**src/rtl/win_load_scheduler_if.sv**
```systemverilog
// Frame-control, window-loader and core-side signals of the window load
// scheduler, bundled into one interface.
//   master : scheduler view (drives busy/frame_done, wl_start/addr/ack, win_*)
//   slave  : environment view (drives cfg_*, wl_ready, wl_done, buf_release)
interface win_load_scheduler_if #(
    parameter int Y_BITS     = 9,
    parameter int BLOCK_BITS = 6,
    parameter int WIN_BITS   = 8
);
    logic                  cfg_start;
    logic [WIN_BITS-1:0]   cfg_win_size;
    logic [Y_BITS-1:0]     cfg_max_y;
    logic [BLOCK_BITS-1:0] cfg_max_block;
    logic                  busy;
    logic                  frame_done;
    logic                  wl_start;
    logic [Y_BITS-1:0]     wl_start_y;
    logic [BLOCK_BITS-1:0] wl_start_block;
    logic [WIN_BITS-1:0]   wl_win_size;
    logic                  wl_dbl_buf;
    logic                  wl_ready;
    logic                  wl_done;
    logic                  wl_ack;
    logic                  win_valid;
    logic                  win_buf;
    logic [Y_BITS-1:0]     win_y;
    logic [BLOCK_BITS-1:0] win_block;
    logic [1:0]            buf_release;

    modport master (
        input  cfg_start, cfg_win_size, cfg_max_y, cfg_max_block,
        input  wl_ready, wl_done, buf_release,
        output busy, frame_done,
        output wl_start, wl_start_y, wl_start_block, wl_win_size, wl_dbl_buf, wl_ack,
        output win_valid, win_buf, win_y, win_block
    );

    modport slave (
        output cfg_start, cfg_win_size, cfg_max_y, cfg_max_block,
        output wl_ready, wl_done, buf_release,
        input  busy, frame_done,
        input  wl_start, wl_start_y, wl_start_block, wl_win_size, wl_dbl_buf, wl_ack,
        input  win_valid, win_buf, win_y, win_block
    );
endinterface

```
**src/rtl/win_load_scheduler.sv**
```systemverilog
// Window load scheduler: raster-scans every window start position of a frame,
// issues one load per position into the cores' double-buffered window caches
// and tracks buffer ownership against core release pulses.
// Ports:
//   clk    : clock
//   resetn : asynchronous active-low reset (abandons any frame in progress)
//   bus    : win_load_scheduler_if.master (config, loader handshake, window
//            notification, buffer release)
//
// state     | meaning
// ----------|---------------------------------------------------------
// IDLE      | waiting for a frame start with non-zero window size
// WAIT_BUF  | waiting for target buffer free and loader ready
// ISSUE     | wl_start pulse with the current position
// LOADING   | waiting for the loader to report done
// ACK       | wl_ack + win_valid pulse, buffer marked full
// ADVANCE   | step to the next raster position or finish the scan
// FLUSH     | all loads issued, waiting for both buffers to drain
// DONE      | frame_done pulse
module win_load_scheduler #(
    parameter int Y_BITS     = 9,
    parameter int BLOCK_BITS = 6,
    parameter int WIN_BITS   = 8
) (
    input logic                 clk,
    input logic                 resetn,
    win_load_scheduler_if.master bus
);

    typedef enum logic [2:0] {
        S_IDLE, S_WAIT_BUF, S_ISSUE, S_LOADING, S_ACK, S_ADVANCE, S_FLUSH, S_DONE
    } state_t;

    state_t                state_q;
    logic [1:0]            buf_full_q, buf_full_d, buf_set;
    logic                  wr_sel_q;
    logic [Y_BITS-1:0]     cur_y_q, max_y_q;
    logic [BLOCK_BITS-1:0] cur_block_q, max_block_q;
    logic [WIN_BITS-1:0]   win_size_q;

    logic                  busy_q, frame_done_q, wl_start_q, wl_dbl_buf_q, wl_ack_q;
    logic [Y_BITS-1:0]     wl_start_y_q, win_y_q;
    logic [BLOCK_BITS-1:0] wl_start_block_q, win_block_q;
    logic [WIN_BITS-1:0]   wl_win_size_q;
    logic                  win_valid_q, win_buf_q;

    // The set lands on the edge that enters ACK; a release on the same buffer
    // in that edge loses to the set.
    always_comb begin
        buf_set = 2'b00;
        if (state_q == S_LOADING && bus.wl_done) begin
            buf_set = {wr_sel_q, ~wr_sel_q};
        end
        buf_full_d = (buf_full_q & ~bus.buf_release) | buf_set;
    end

    always_ff @(posedge clk or negedge resetn) begin
        if (!resetn) begin
            state_q          <= S_IDLE;
            buf_full_q       <= 2'b00;
            wr_sel_q         <= 1'b0;
            cur_y_q          <= '0;
            cur_block_q      <= '0;
            max_y_q          <= '0;
            max_block_q      <= '0;
            win_size_q       <= '0;
            busy_q           <= 1'b0;
            frame_done_q     <= 1'b0;
            wl_start_q       <= 1'b0;
            wl_start_y_q     <= '0;
            wl_start_block_q <= '0;
            wl_win_size_q    <= '0;
            wl_dbl_buf_q     <= 1'b0;
            wl_ack_q         <= 1'b0;
            win_valid_q      <= 1'b0;
            win_buf_q        <= 1'b0;
            win_y_q          <= '0;
            win_block_q      <= '0;
        end else begin
            buf_full_q   <= buf_full_d;
            wl_start_q   <= 1'b0;
            wl_ack_q     <= 1'b0;
            win_valid_q  <= 1'b0;
            frame_done_q <= 1'b0;
            case (state_q)
                S_IDLE: begin
                    if (bus.cfg_start && bus.cfg_win_size != '0) begin
                        win_size_q  <= bus.cfg_win_size;
                        max_y_q     <= bus.cfg_max_y;
                        max_block_q <= bus.cfg_max_block;
                        cur_y_q     <= '0;
                        cur_block_q <= '0;
                        wr_sel_q    <= 1'b0;
                        busy_q      <= 1'b1;
                        state_q     <= S_WAIT_BUF;
                    end
                end
                S_WAIT_BUF: begin
                    if (!buf_full_q[wr_sel_q] && bus.wl_ready) begin
                        wl_start_q       <= 1'b1;
                        wl_start_y_q     <= cur_y_q;
                        wl_start_block_q <= cur_block_q;
                        wl_win_size_q    <= win_size_q;
                        wl_dbl_buf_q     <= wr_sel_q;
                        state_q          <= S_ISSUE;
                    end
                end
                S_ISSUE: state_q <= S_LOADING;
                S_LOADING: begin
                    if (bus.wl_done) begin
                        wl_ack_q    <= 1'b1;
                        win_valid_q <= 1'b1;
                        win_buf_q   <= wr_sel_q;
                        win_y_q     <= cur_y_q;
                        win_block_q <= cur_block_q;
                        wr_sel_q    <= ~wr_sel_q;
                        state_q     <= S_ACK;
                    end
                end
                S_ACK: state_q <= S_ADVANCE;
                S_ADVANCE: begin
                    if (cur_y_q == max_y_q && cur_block_q == max_block_q) begin
                        state_q <= S_FLUSH;
                    end else begin
                        if (cur_block_q == max_block_q) begin
                            cur_block_q <= '0;
                            cur_y_q     <= cur_y_q + 1'b1;
                        end else begin
                            cur_block_q <= cur_block_q + 1'b1;
                        end
                        state_q <= S_WAIT_BUF;
                    end
                end
                S_FLUSH: begin
                    if (buf_full_q == 2'b00) begin
                        frame_done_q <= 1'b1;
                        busy_q       <= 1'b0;
                        state_q      <= S_DONE;
                    end
                end
                S_DONE: state_q <= S_IDLE;
                default: state_q <= S_IDLE;
            endcase
        end
    end

    assign bus.busy           = busy_q;
    assign bus.frame_done     = frame_done_q;
    assign bus.wl_start       = wl_start_q;
    assign bus.wl_start_y     = wl_start_y_q;
    assign bus.wl_start_block = wl_start_block_q;
    assign bus.wl_win_size    = wl_win_size_q;
    assign bus.wl_dbl_buf     = wl_dbl_buf_q;
    assign bus.wl_ack         = wl_ack_q;
    assign bus.win_valid      = win_valid_q;
    assign bus.win_buf        = win_buf_q;
    assign bus.win_y          = win_y_q;
    assign bus.win_block      = win_block_q;

endmodule

```
**src/flat_wrapper.sv**
```systemverilog
// flat-port wrapper written by rule: the top's interface ports become plain ports
module win_load_scheduler_flat 
#(
    parameter int Y_BITS     = 9,
    parameter int BLOCK_BITS = 6,
    parameter int WIN_BITS   = 8
)
  (clk, resetn, bus_cfg_start, bus_cfg_win_size, bus_cfg_max_y, bus_cfg_max_block, bus_wl_ready, bus_wl_done, bus_buf_release, bus_busy, bus_frame_done, bus_wl_start, bus_wl_start_y, bus_wl_start_block, bus_wl_win_size, bus_wl_dbl_buf, bus_wl_ack, bus_win_valid, bus_win_buf, bus_win_y, bus_win_block);
  win_load_scheduler_if #(.Y_BITS(Y_BITS), .BLOCK_BITS(BLOCK_BITS), .WIN_BITS(WIN_BITS)) bus_i ();
  input logic clk;
  input logic resetn;
  input wire logic [$bits(bus_i.cfg_start)-1:0] bus_cfg_start;
  input wire logic [$bits(bus_i.cfg_win_size)-1:0] bus_cfg_win_size;
  input wire logic [$bits(bus_i.cfg_max_y)-1:0] bus_cfg_max_y;
  input wire logic [$bits(bus_i.cfg_max_block)-1:0] bus_cfg_max_block;
  input wire logic [$bits(bus_i.wl_ready)-1:0] bus_wl_ready;
  input wire logic [$bits(bus_i.wl_done)-1:0] bus_wl_done;
  input wire logic [$bits(bus_i.buf_release)-1:0] bus_buf_release;
  output wire logic [$bits(bus_i.busy)-1:0] bus_busy;
  output wire logic [$bits(bus_i.frame_done)-1:0] bus_frame_done;
  output wire logic [$bits(bus_i.wl_start)-1:0] bus_wl_start;
  output wire logic [$bits(bus_i.wl_start_y)-1:0] bus_wl_start_y;
  output wire logic [$bits(bus_i.wl_start_block)-1:0] bus_wl_start_block;
  output wire logic [$bits(bus_i.wl_win_size)-1:0] bus_wl_win_size;
  output wire logic [$bits(bus_i.wl_dbl_buf)-1:0] bus_wl_dbl_buf;
  output wire logic [$bits(bus_i.wl_ack)-1:0] bus_wl_ack;
  output wire logic [$bits(bus_i.win_valid)-1:0] bus_win_valid;
  output wire logic [$bits(bus_i.win_buf)-1:0] bus_win_buf;
  output wire logic [$bits(bus_i.win_y)-1:0] bus_win_y;
  output wire logic [$bits(bus_i.win_block)-1:0] bus_win_block;
  assign bus_i.cfg_start = bus_cfg_start;
  assign bus_i.cfg_win_size = bus_cfg_win_size;
  assign bus_i.cfg_max_y = bus_cfg_max_y;
  assign bus_i.cfg_max_block = bus_cfg_max_block;
  assign bus_i.wl_ready = bus_wl_ready;
  assign bus_i.wl_done = bus_wl_done;
  assign bus_i.buf_release = bus_buf_release;
  assign bus_busy = bus_i.busy;
  assign bus_frame_done = bus_i.frame_done;
  assign bus_wl_start = bus_i.wl_start;
  assign bus_wl_start_y = bus_i.wl_start_y;
  assign bus_wl_start_block = bus_i.wl_start_block;
  assign bus_wl_win_size = bus_i.wl_win_size;
  assign bus_wl_dbl_buf = bus_i.wl_dbl_buf;
  assign bus_wl_ack = bus_i.wl_ack;
  assign bus_win_valid = bus_i.win_valid;
  assign bus_win_buf = bus_i.win_buf;
  assign bus_win_y = bus_i.win_y;
  assign bus_win_block = bus_i.win_block;
  win_load_scheduler #(.Y_BITS(Y_BITS), .BLOCK_BITS(BLOCK_BITS), .WIN_BITS(WIN_BITS)) u_core (.clk(clk), .resetn(resetn), .bus(bus_i));
endmodule
```
**config.mk**
```make
export PLATFORM = sky130hd
export DESIGN_NAME = win_load_scheduler_flat
export DESIGN_NICKNAME = d
export VERILOG_FILES = /design/src/rtl/win_load_scheduler_if.sv /design/src/rtl/win_load_scheduler.sv /design/src/flat_wrapper.sv
export SDC_FILE = /design/constraint.sdc
export NUM_CORES = 1
export LEC_CHECK = 0
export ABC_AREA = 1
export CORE_ASPECT_RATIO = 0.8
export CORE_MARGIN = 8
export CORE_UTILIZATION = 35
export DETAILED_ROUTE_END_ITERATION = 6
export GPL_TIMING_DRIVEN = 0
export PLACE_DENSITY = 0.6
export SETUP_SLACK_MARGIN = 0.05
export SLEW_MARGIN = 0
export SYNTH_ARGS = -nofsm -noshare
export SYNTH_HDL_FRONTEND = slang
export SYNTH_SLANG_ARGS = --single-unit
```
**constraint.sdc**
```tcl
create_clock -name clk -period 1.6 [get_ports clk]
set_input_delay 0.32 -clock clk [delete_from_list [all_inputs] [get_ports clk]]
set_output_delay 0.32 -clock clk [all_outputs]
set_load 0.005 [all_outputs]
```
# Yosys cells after proc, flatten, opt, wreduce, memory -nomap -nowiden
# Cells that the tools add are included.
classes:
  add_sub_neg: 2
  n_lt_le_gt_ge: 1
  n_eq_ne: 15
  mux: 29
  bitwise_logic: 4
  n_reduce_logical: 19
op_table:
  columns: ["operator", "n"]
  rows:
  - ["$mux 9", 3]
  - ["$pmux 3 s8", 1]
  - ["$mux 6", 3]
  - ["$pmux 9 s2", 1]
  - ["$mux 3", 5]
  - ["$eq 3x3->1 const B", 4]
  - ["$mux 1", 12]
  - ["$pmux 6 s2", 1]
  - ["$add 9x1->9 const B", 1]
  - ["$eq 9x9->1", 1]
  - ["$reduce_and 3->1", 3]
  - ["$ne 2x1->1 const B", 4]
  - ["$reduce_and 4->1", 2]
  - ["$reduce_bool 8->1", 1]
  - ["$add 6x1->6 const B", 1]
  - ["$eq 3x2->1 const B", 2]
  - ["$eq 6x6->1", 1]
  - ["$reduce_and 2->1", 3]
  - ["$reduce_bool 2->1", 3]
  - ["$logic_and 1x1->1", 4]
  - ["$ne 2x2->1 const B", 2]
  - ["$pmux 1 s2", 2]
  - ["$eq 3x1->1 const B", 1]
  - ["$logic_not 3->1", 1]
  - ["8 further kinds", 8]
totals:
  register_bits: 88
  inputBits: 30

# Longest topological paths before layout
# Gate-level depths: netlist of the first run.
logic_depth:
  ltp_word: 6
  ltp_mapped: 11
  mapped_depth_nobuf: 11

# Worst setup path before layout of the first run
# No wires, ideal clock.
synth_path:
  kind: "flip-flop to flip-flop"
  from: "reg u_core.cur_block_q[1]"
  to: "reg u_core.cur_block_q[2]"
  setup_ns: 0.076
  arrival_ns: 1.278
  required_time_ns: 1.524
  setup_slack_ns: 0.245
  path_stages_with_launch: 9
  path_buffers: 0
  cell_sequence: "dfrtp_1 xor2_1 nor2_1 nand2_1 nor2_4 nand2_2 nand2_4 nand3_1 o21ai_1"
synth_between:
  elab_chain_len: 4
  elab_cells_between_ends: 8
  classes_between: "add/sub (1); eq/ne (2); mux (3); reduce/logical (2)"
synth_lines:
  columns: ["element", "line_no", "source"]
  rows:
  - ["start, declared", "win_load_scheduler.sv:38", "logic [BLOCK_BITS-1:0] cur_block_q, max_block_q;"]
  - ["start signal, assigned", "win_load_scheduler.sv:129", "cur_block_q <= cur_block_q + 1'b1;"]
  - ["$add 6x1->6 / $eq 6x6->1 (equally long branches)", "win_load_scheduler.sv:129, win_load_scheduler.sv:122, win_load_scheduler.sv:125", null]
  - ["$mux 6 / $logic_and 1x1->1 (equally long branches)", "win_load_scheduler.sv:125, win_load_scheduler.sv:122", null]
  - ["$mux 6 / $ne 2x2->1 (equally long branches)", null, null]
  - ["$pmux 6 s2 / $reduce_and 3->1 (equally long branches)", null, null]
# Parallel ways exist; a longest one is shown, timed or not. The select of a mux whose other input is x is not followed.
# A chain may end at the register's enable or synchronous reset.

# Worst setup path in the final report of the first run
layout_path:
  from: "reg u_core.max_block_q[2]"
  to: "reg u_core.cur_block_q[3]"
layout_between:
  elab_chain_len: 4
  elab_cells_between_ends: 7
  classes_between: "eq/ne (2); mux (3); reduce/logical (2)"
layout_lines:
  columns: ["element", "line_no", "source"]
  rows:
  - ["start, declared", "win_load_scheduler.sv:38", null]
  - ["start signal, assigned", "win_load_scheduler.sv:90", "max_block_q <= bus.cfg_max_block;"]
  - ["$eq 6x6->1 (*)", "win_load_scheduler.sv:122, win_load_scheduler.sv:125", null]
  - ["$mux 6 / $logic_and 1x1->1 (equally long branches)", "win_load_scheduler.sv:125, win_load_scheduler.sv:122", null]
  - ["$mux 6 / $ne 2x2->1 (equally long branches)", null, null]
  - ["$pmux 6 s2 / $reduce_and 3->1 (equally long branches)", null, null]
# Mark *: on every way between the ends. The rest lies on a longest branch, timed or not. The select of a mux whose other input is x is not followed.

==> results.sh, run 1 <==
export IMPL_io_buffers=74
export IMPL_antenna_found_initial=0
export IMPL_muxShareOfSynthArea=0
export IMPL_r2r_start="u_core.max_block_q[2]"
export IMPL_maxSlewViolCount=0
export IMPL_syn_cell_area_mm2=0.00397
export IMPL_core_area_mm2=0.0110
export IMPL_ys_warn_count=0
export IMPL_synth_nets=497
export IMPL_syn2layout_area_growth_pct=44.6
export IMPL_fin_cells=739
export IMPL_drc=0
export IMPL_rows=34
export IMPL_power_density_mw_per_mm2=1430
export IMPL_cp_cell_sequence="xor2_2 > nor2_2 > nand2_2 > nor2_4 > nand2_2 > nand2_4 > nand3_1 > o21ai_1"
export IMPL_final_area_mm2=0.00574
export IMPL_rsz0062_at_grt="yes"
export IMPL_initial_utilization=0.362
export IMPL_place_congestion=0.849
export IMPL_wl_per_cell_um=14.3
export IMPL_status="completed"
export IMPL_hp_class="input port to async pin"
export IMPL_synth_cell_types=33
export IMPL_end_kind="flip-flop"
export IMPL_grt_overflow=0
export IMPL_whs_ns=0.414
export IMPL_critPathBufInv=0
export IMPL_synth_simple_gate_area_frac=0.268
export IMPL_arrival_ns=1.79
export IMPL_synth_edff_count=0
export IMPL_grt_usage=0.137
export IMPL_pin_count=75
export IMPL_fillCellCount=1061
export IMPL_ant_nets=0
export IMPL_path_common_cell="nand2_2"
export IMPL_drive_gt1_frac=0.217
export IMPL_max_freq_ghz=0.653
export IMPL_nNetsFinal=622
export IMPL_yosysSeqAreaShare=0.555
export IMPL_peakVddDrop_mv=0.630
export IMPL_hpwl_mm=7.37
export IMPL_die_x_um=135
export IMPL_worstPathRequired_ns=1.86
export IMPL_cts_tree="built"
export IMPL_finalHoldViolations=0
export IMPL_grt_pass1_vias=3436
export IMPL_p_leak_nw=3.21
export IMPL_viasPerCell=4.69
export IMPL_synthCells=465
export IMPL_finalPower_mw=8.24
export IMPL_die_area_mm2=0.0150
export IMPL_setup_viol=0
export IMPL_antenna_cells=0
export IMPL_slew_headroom=0.765
export IMPL_clock_skew_ns=0.00635
export IMPL_cts_htree_levels=3
export IMPL_synth_compound_area_frac=0.0888
export IMPL_routed_wl_mm=10.6
export IMPL_rrSetupSlack_ns=0.07
export IMPL_clockRootBuffer="clkbuf_16"
export IMPL_clock_path_buffers=2
export IMPL_ys_seq_elements=88
export IMPL_startpoint_type="flip-flop"
export IMPL_worstMarginPinSlew_ns=0.353
export IMPL_maxCapViolations=0
export IMPL_via_count=3464
export IMPL_final_min_clock_period_ns=1.53
export IMPL_cp_max_fo=7
export IMPL_grt_max_degree=73
export IMPL_setup_ws_ns=0.0676
export IMPL_reg2reg_depth=8
export IMPL_path_clk_slew_ns=0.06
export IMPL_dp_cells=684
export IMPL_syn_avg_cell_area_um2=8.54
export IMPL_max_stage_delay_ns=0.42
export IMPL_slowest_stage="dfrtp_1"
export IMPL_grt_pass1_wl_mm=16.7
export IMPL_crit_start="u_core.max_block_q[2]"
export IMPL_synth_ff_type="dfrtp_1"
export IMPL_synthAdderAreaFrac=0.00630
export IMPL_path_class="flip-flop to flip-flop"
export IMPL_numCtsBuffers=9
export IMPL_dr_pass1_iters=4
export IMPL_clk_latency_ns=0.34
export IMPL_synth_async_reset_ratio=1.00
export IMPL_dpl_instance_area_mm2=0.00492
export IMPL_synth_top_family_by_area="simple AND/OR/NAND/NOR gates"
export IMPL_die_y_um=111
export IMPL_r2r_end="u_core.cur_block_q[3]"
export IMPL_path_delay_family="simple AND/OR/NAND/NOR gates"
export IMPL_clock_sinks=88
export IMPL_fin_crit_sh=0.958
export IMPL_synth_xor_area_frac=0.0176
export IMPL_dp_slack_ns=-0.415
export IMPL_detail_route_iter0_violations=185
power breakdown:
group | internal [mW] | switching, mW | leakage (nW)
Clock | 1.23 | 0.897 | 0.148
Sequential | 2.87 | 0.435 | 1.14
Combinational | 1.30 | 1.50 | 1.92
cells by family after synthesis:
family / count (synthesis)
AOI/OAI and AO/OA: 69
buffers and inverters: 65
adders and majority gates: 2
xor gates and xnor gates: 8
DFF: 88
and+or+nand+nor: 233
Yosys cell counts, types with 6 or more instances:
cell type / instances / share of area
a21oi_1: 11 / 0.014
clkbuf_1: 6 / 0.0057
dfrtp_1: 88 / 0.55
inv_1: 46 / 0.043
nand2_1: 138 / 0.13
nand3_1: 26 / 0.033
nand4_1: 7 / 0.011
nor2_1: 34 / 0.032
nor3_1: 7 / 0.0088
o21ai_0: 51 / 0.064
xor2_1: 6 / 0.013
per-stage QoR:
| step | setup TNS [ns] | utilization |
|---|---|---|
| floorplan | 0 | - |
| global placement | -277.31 | 0.446 |
| detailed placement | -20.97 | 0.448 |
| CTS | 0 | 0.484 |
| global route | -0.0366 | 0.523 |
| finish | 0 | 0.523 |
cell type report:
| cell class | instances | area, µm² | area share |
|---|---|---|---|
| Tap cell | 144 | 180 | 0.0314 |
| Clock inverter | 7 | 80.1 | 0.0139 |
| Timing Repair Buffer | 112 | 1120 | 0.195 |
| Inverter | 52 | 201 | 0.0351 |
| Clock buffer | 9 | 225 | 0.0392 |
| Sequential cell | 88 | 2210 | 0.385 |
| Buffer | 13 | 86.3 | 0.0150 |
| Multi-Input combinational cell | 314 | 1640 | 0.285 |
metal layers:
layer	share of wire	GRT usage	wire (µm)
met5	0	0	0
met3	0.055	0.0457	580
met2	0.45	0.205	4790
met1	0.48	0.182	5060
met4	0.013	0.0406	133
layout by cell type, fill, tap and decap left out, types with 10 or more instances in the layout:
cell / count
nand2_2: 10
buf_4: 40
dlymetal6s2s_1: 31
clkdlybuf4s50_1: 38
inv_2: 12
nor2_1: 30
nand2_1: 130
nand3_1: 23
o21ai_0: 50
dfrtp_1: 82
inv_1: 38
registers in the layout, indices dropped and copies added (netlist names), 6 cells and up:
| register | cells |
|---|---|
| u_core.bus.wl_start_y | 9 |
| u_core.win_size_q | 8 |
| u_core.max_block_q | 6 |
| u_core.bus.win_y | 9 |
| u_core.bus.wl_start_block | 6 |
| u_core.bus.win_block | 6 |
| u_core.max_y_q | 9 |
| u_core.cur_y_q | 9 |
| u_core.bus.wl_win_size | 8 |
| u_core.cur_block_q | 6 |
what timing repair did:
item	CTS	global route
resized for setup	18	81
pin swaps	2	15
hold buffers	1	0
gates cloned	0	2
setup endpoints to repair	69	117
endpoints found under the hold margin	16	0
buffers inserted	7	29
worst max-delay path by stage:
stage                                   end  slack [ns]  cells past startpoint
2_1_floorplan         u_core.cur_block_q[2]        0.25                      8
3_3_place_gp            u_core.bus.win_y[2]       -2.94                      1
3_5_place_dp              u_core.max_y_q[0]       -0.41                      7
4_1_cts                  bus_wl_win_size[3]        0.05                      1
5_1_grt        u_core.bus.wl_start_block[2]       -0.01                      6
6_report              u_core.cur_block_q[3]        0.07                      8
(Power assumes the default switching activity.)
==> run 2, diff against run 1 <==
--- a/config.mk
+++ b/config.mk
@@ -11,7 +11,7 @@
 export CORE_UTILIZATION = 35
 export DETAILED_ROUTE_END_ITERATION = 6
 export GPL_TIMING_DRIVEN = 0
-export PLACE_DENSITY = 0.6
+export PLACE_DENSITY = 0.63
 export SETUP_SLACK_MARGIN = 0.05
 export SLEW_MARGIN = 0
 export SYNTH_ARGS = -nofsm -noshare
==> constraint.sdc (replaced) <==
create_clock -name clk -period 1.34 [get_ports clk]
set_input_delay 0.268 -clock clk [delete_from_list [all_inputs] [get_ports clk]]
set_output_delay 0.268 -clock clk [all_outputs]
set_load 0.005 [all_outputs]
==> run 2 against run 1 <==
The flow now finishes with violations (design-rule violations, negative setup slack). Clock skew is 0.0015 ns higher. Wire length rose by 32%. Via count up 16%. Critical endpoint unchanged.
==> results.sh, run 2 (synthesis gave the netlist of run 1 again) <==
export IMPL_startpoint_type="flip-flop"
export IMPL_antenna_cells=0
export IMPL_pin_count=75
export IMPL_final_min_clock_period_ns=1.57
export IMPL_p_clk_frac=0.198
export IMPL_end_kind="flip-flop"
export IMPL_clock_sinks=88
export IMPL_holdPathStages=3
export IMPL_status="complete, but fails checks"
export IMPL_drc=1
export IMPL_clk_latency_ns=0.35
export IMPL_dpl_instance_area_mm2=0.00492
export IMPL_die_area_mm2=0.0150
export IMPL_core_area_mm2=0.0110
export IMPL_violations="design-rule violations, negative setup slack"
export IMPL_rsz0062_at_grt="yes"
export IMPL_worstMarginPinSlew_ns=0.439
export IMPL_max_freq_ghz=0.636
export IMPL_drive_gt1_frac=0.465
export IMPL_clock_skew_ns=0.00782
export IMPL_r2r_start="u_core.cur_block_q[3]"
export IMPL_viasPerCell=4.96
export IMPL_hpwl_mm=7.30
export IMPL_path_class="flip-flop to flip-flop"
export IMPL_via_count=4024
export IMPL_grt_overflow=0
export IMPL_reg2reg_depth=10
export IMPL_routed_wl_mm=14.0
export IMPL_p_int_mw=7.73
export IMPL_place_congestion=0.841
export IMPL_dr_pass1_iters=7
export IMPL_numCtsBuffers=9
export IMPL_dp_cells=684
export IMPL_hp_class="input port to flip-flop"
export IMPL_grt_pass1_vias=3899
export IMPL_final_common_cell="nand2_1"
export IMPL_rows=34
export IMPL_final_area_mm2=0.00694
export IMPL_power_density_mw_per_mm2=1790
export IMPL_layout_common_cells="nand2_1, dfrtp_1, buf_4, dlygate4sd2_1, o21ai_2"
export IMPL_dp_slack_ns=-0.621
export IMPL_initial_utilization=0.362
export IMPL_clockRootBuffer="clkbuf_16"
export IMPL_antenna_found_initial=0
export IMPL_crit_start="u_core.cur_block_q[3]"
export IMPL_peakVddDrop_mv=0.773
export IMPL_die_y_um=111
export IMPL_fin_crit_sh=1.17
export IMPL_arrival_ns=1.84
export IMPL_path_clk_slew_ns=0.07
export IMPL_maxCapViolations=0
export IMPL_pwr_share_comb=0.478
export IMPL_io_buffers=74
export IMPL_syn2layout_area_growth_pct=74.8
export IMPL_switching_share=0.378
export IMPL_detail_route_iter0_violations=296
export IMPL_cts_tree="built"
export IMPL_finalPower_mw=12.4
export IMPL_finalHoldViolations=0
export IMPL_setup_ws_ns=-0.231
export IMPL_grt_pass1_wl_mm=19.7
export IMPL_fin_cells=811
export IMPL_grt_usage=0.164
export IMPL_p_seq_frac=0.324
export IMPL_cp_max_fo=7
export IMPL_nNetsFinal=694
export IMPL_grt_max_degree=58
export IMPL_cts_htree_levels=3
export IMPL_ant_nets=0
export IMPL_wl_per_cell_um=17.2
export IMPL_die_x_um=135
export IMPL_maxSlewViolCount=0
export IMPL_utilization=0.633
export IMPL_clock_path_buffers=2
export IMPL_slew_headroom=0.707
export IMPL_power_switching_mw=4.69
export IMPL_holdCritStartpoint="bus_cfg_win_size[2]"
export IMPL_worstPathRequired_ns=1.61
export IMPL_p_leak_nw=3.44
export IMPL_setup_viol=65
[run 2: critical path, stage by stage, from the launching register on]
cell and delay, ns:
dfrtp_1 0.39, inv_2 0.11, nand2_1 0.08, nand2_1 0.11
nor2_4 0.14, nand2_2 0.08, nor2_4 0.17, nand2_2 0.10
nand2_4 0.15, nand3_2 0.10, o21ai_1 0.08
[run 2: what timing repair did]
action | CTS | global route
cloned | 8 | 4
pin swaps | 34 | 28
setup buffers | 63 | 40
hold buffers | 1 | 0
endpoints found under the setup margin | 131 | 107
gates resized for setup | 208 | 167
endpoints found under the hold margin | 31 | 0
[run 2: worst paths after layout]
check / slack, ns / to
max: -0.23 / u_core.cur_block_q[3]
min: 0.31 / u_core.win_size_q[2]
max reg2reg: -0.23 / u_core.cur_block_q[3]
min reg2reg: 0.48 / u_core.bus.wl_win_size[3]
max in group asynchronous: 0.28 / u_core.cur_y_q[0]
min in group asynchronous: 0.40 / u_core.win_size_q[3]
[run 2: stage by stage]
stage | hold slack [ns] | setup TNS, ns
2_1_floorplan | -0.0276 | -0.0537
3_3_place_gp | 0.434 | -312.37
3_5_place_dp | 0.237 | -38.85
4_1_cts | 0.307 | -3.45
5_1_grt | 0.322 | -11.18
6_report | 0.307 | -7.38
[run 2: per-layer routing]
layer	global-route usage	vias to the layer above	part of all wire
met2	0.263	130	0.50
met1	0.208	1978	0.42
met5	0	-	0
met3	0.0394	27	0.062
met4	0.0598	0	0.016
li1	-	1889	-
[run 2: power by group through the flow]
stage	Combinational [mW]	Clock, mW	Sequential, mW
after floorplan	1.68	0	3.90
after global placement	2.97	0	3.96
after detailed placement	3.05	0	4.00
after CTS	4.40	2.47	3.93
after global routing	6.35	2.58	4.10
final	5.94	2.46	4.03
[run 2: final cells by class]
cell class              count  area [µm²]
fillers                   867        4030
clock buffers              10         239
inverters                  52         213
well taps                 144         180
clock inverters             6        50.0
multi-input cells         314        2120
repair buffers            185        1740
flip-flops and latches     88        2210
plain buffers              12         189
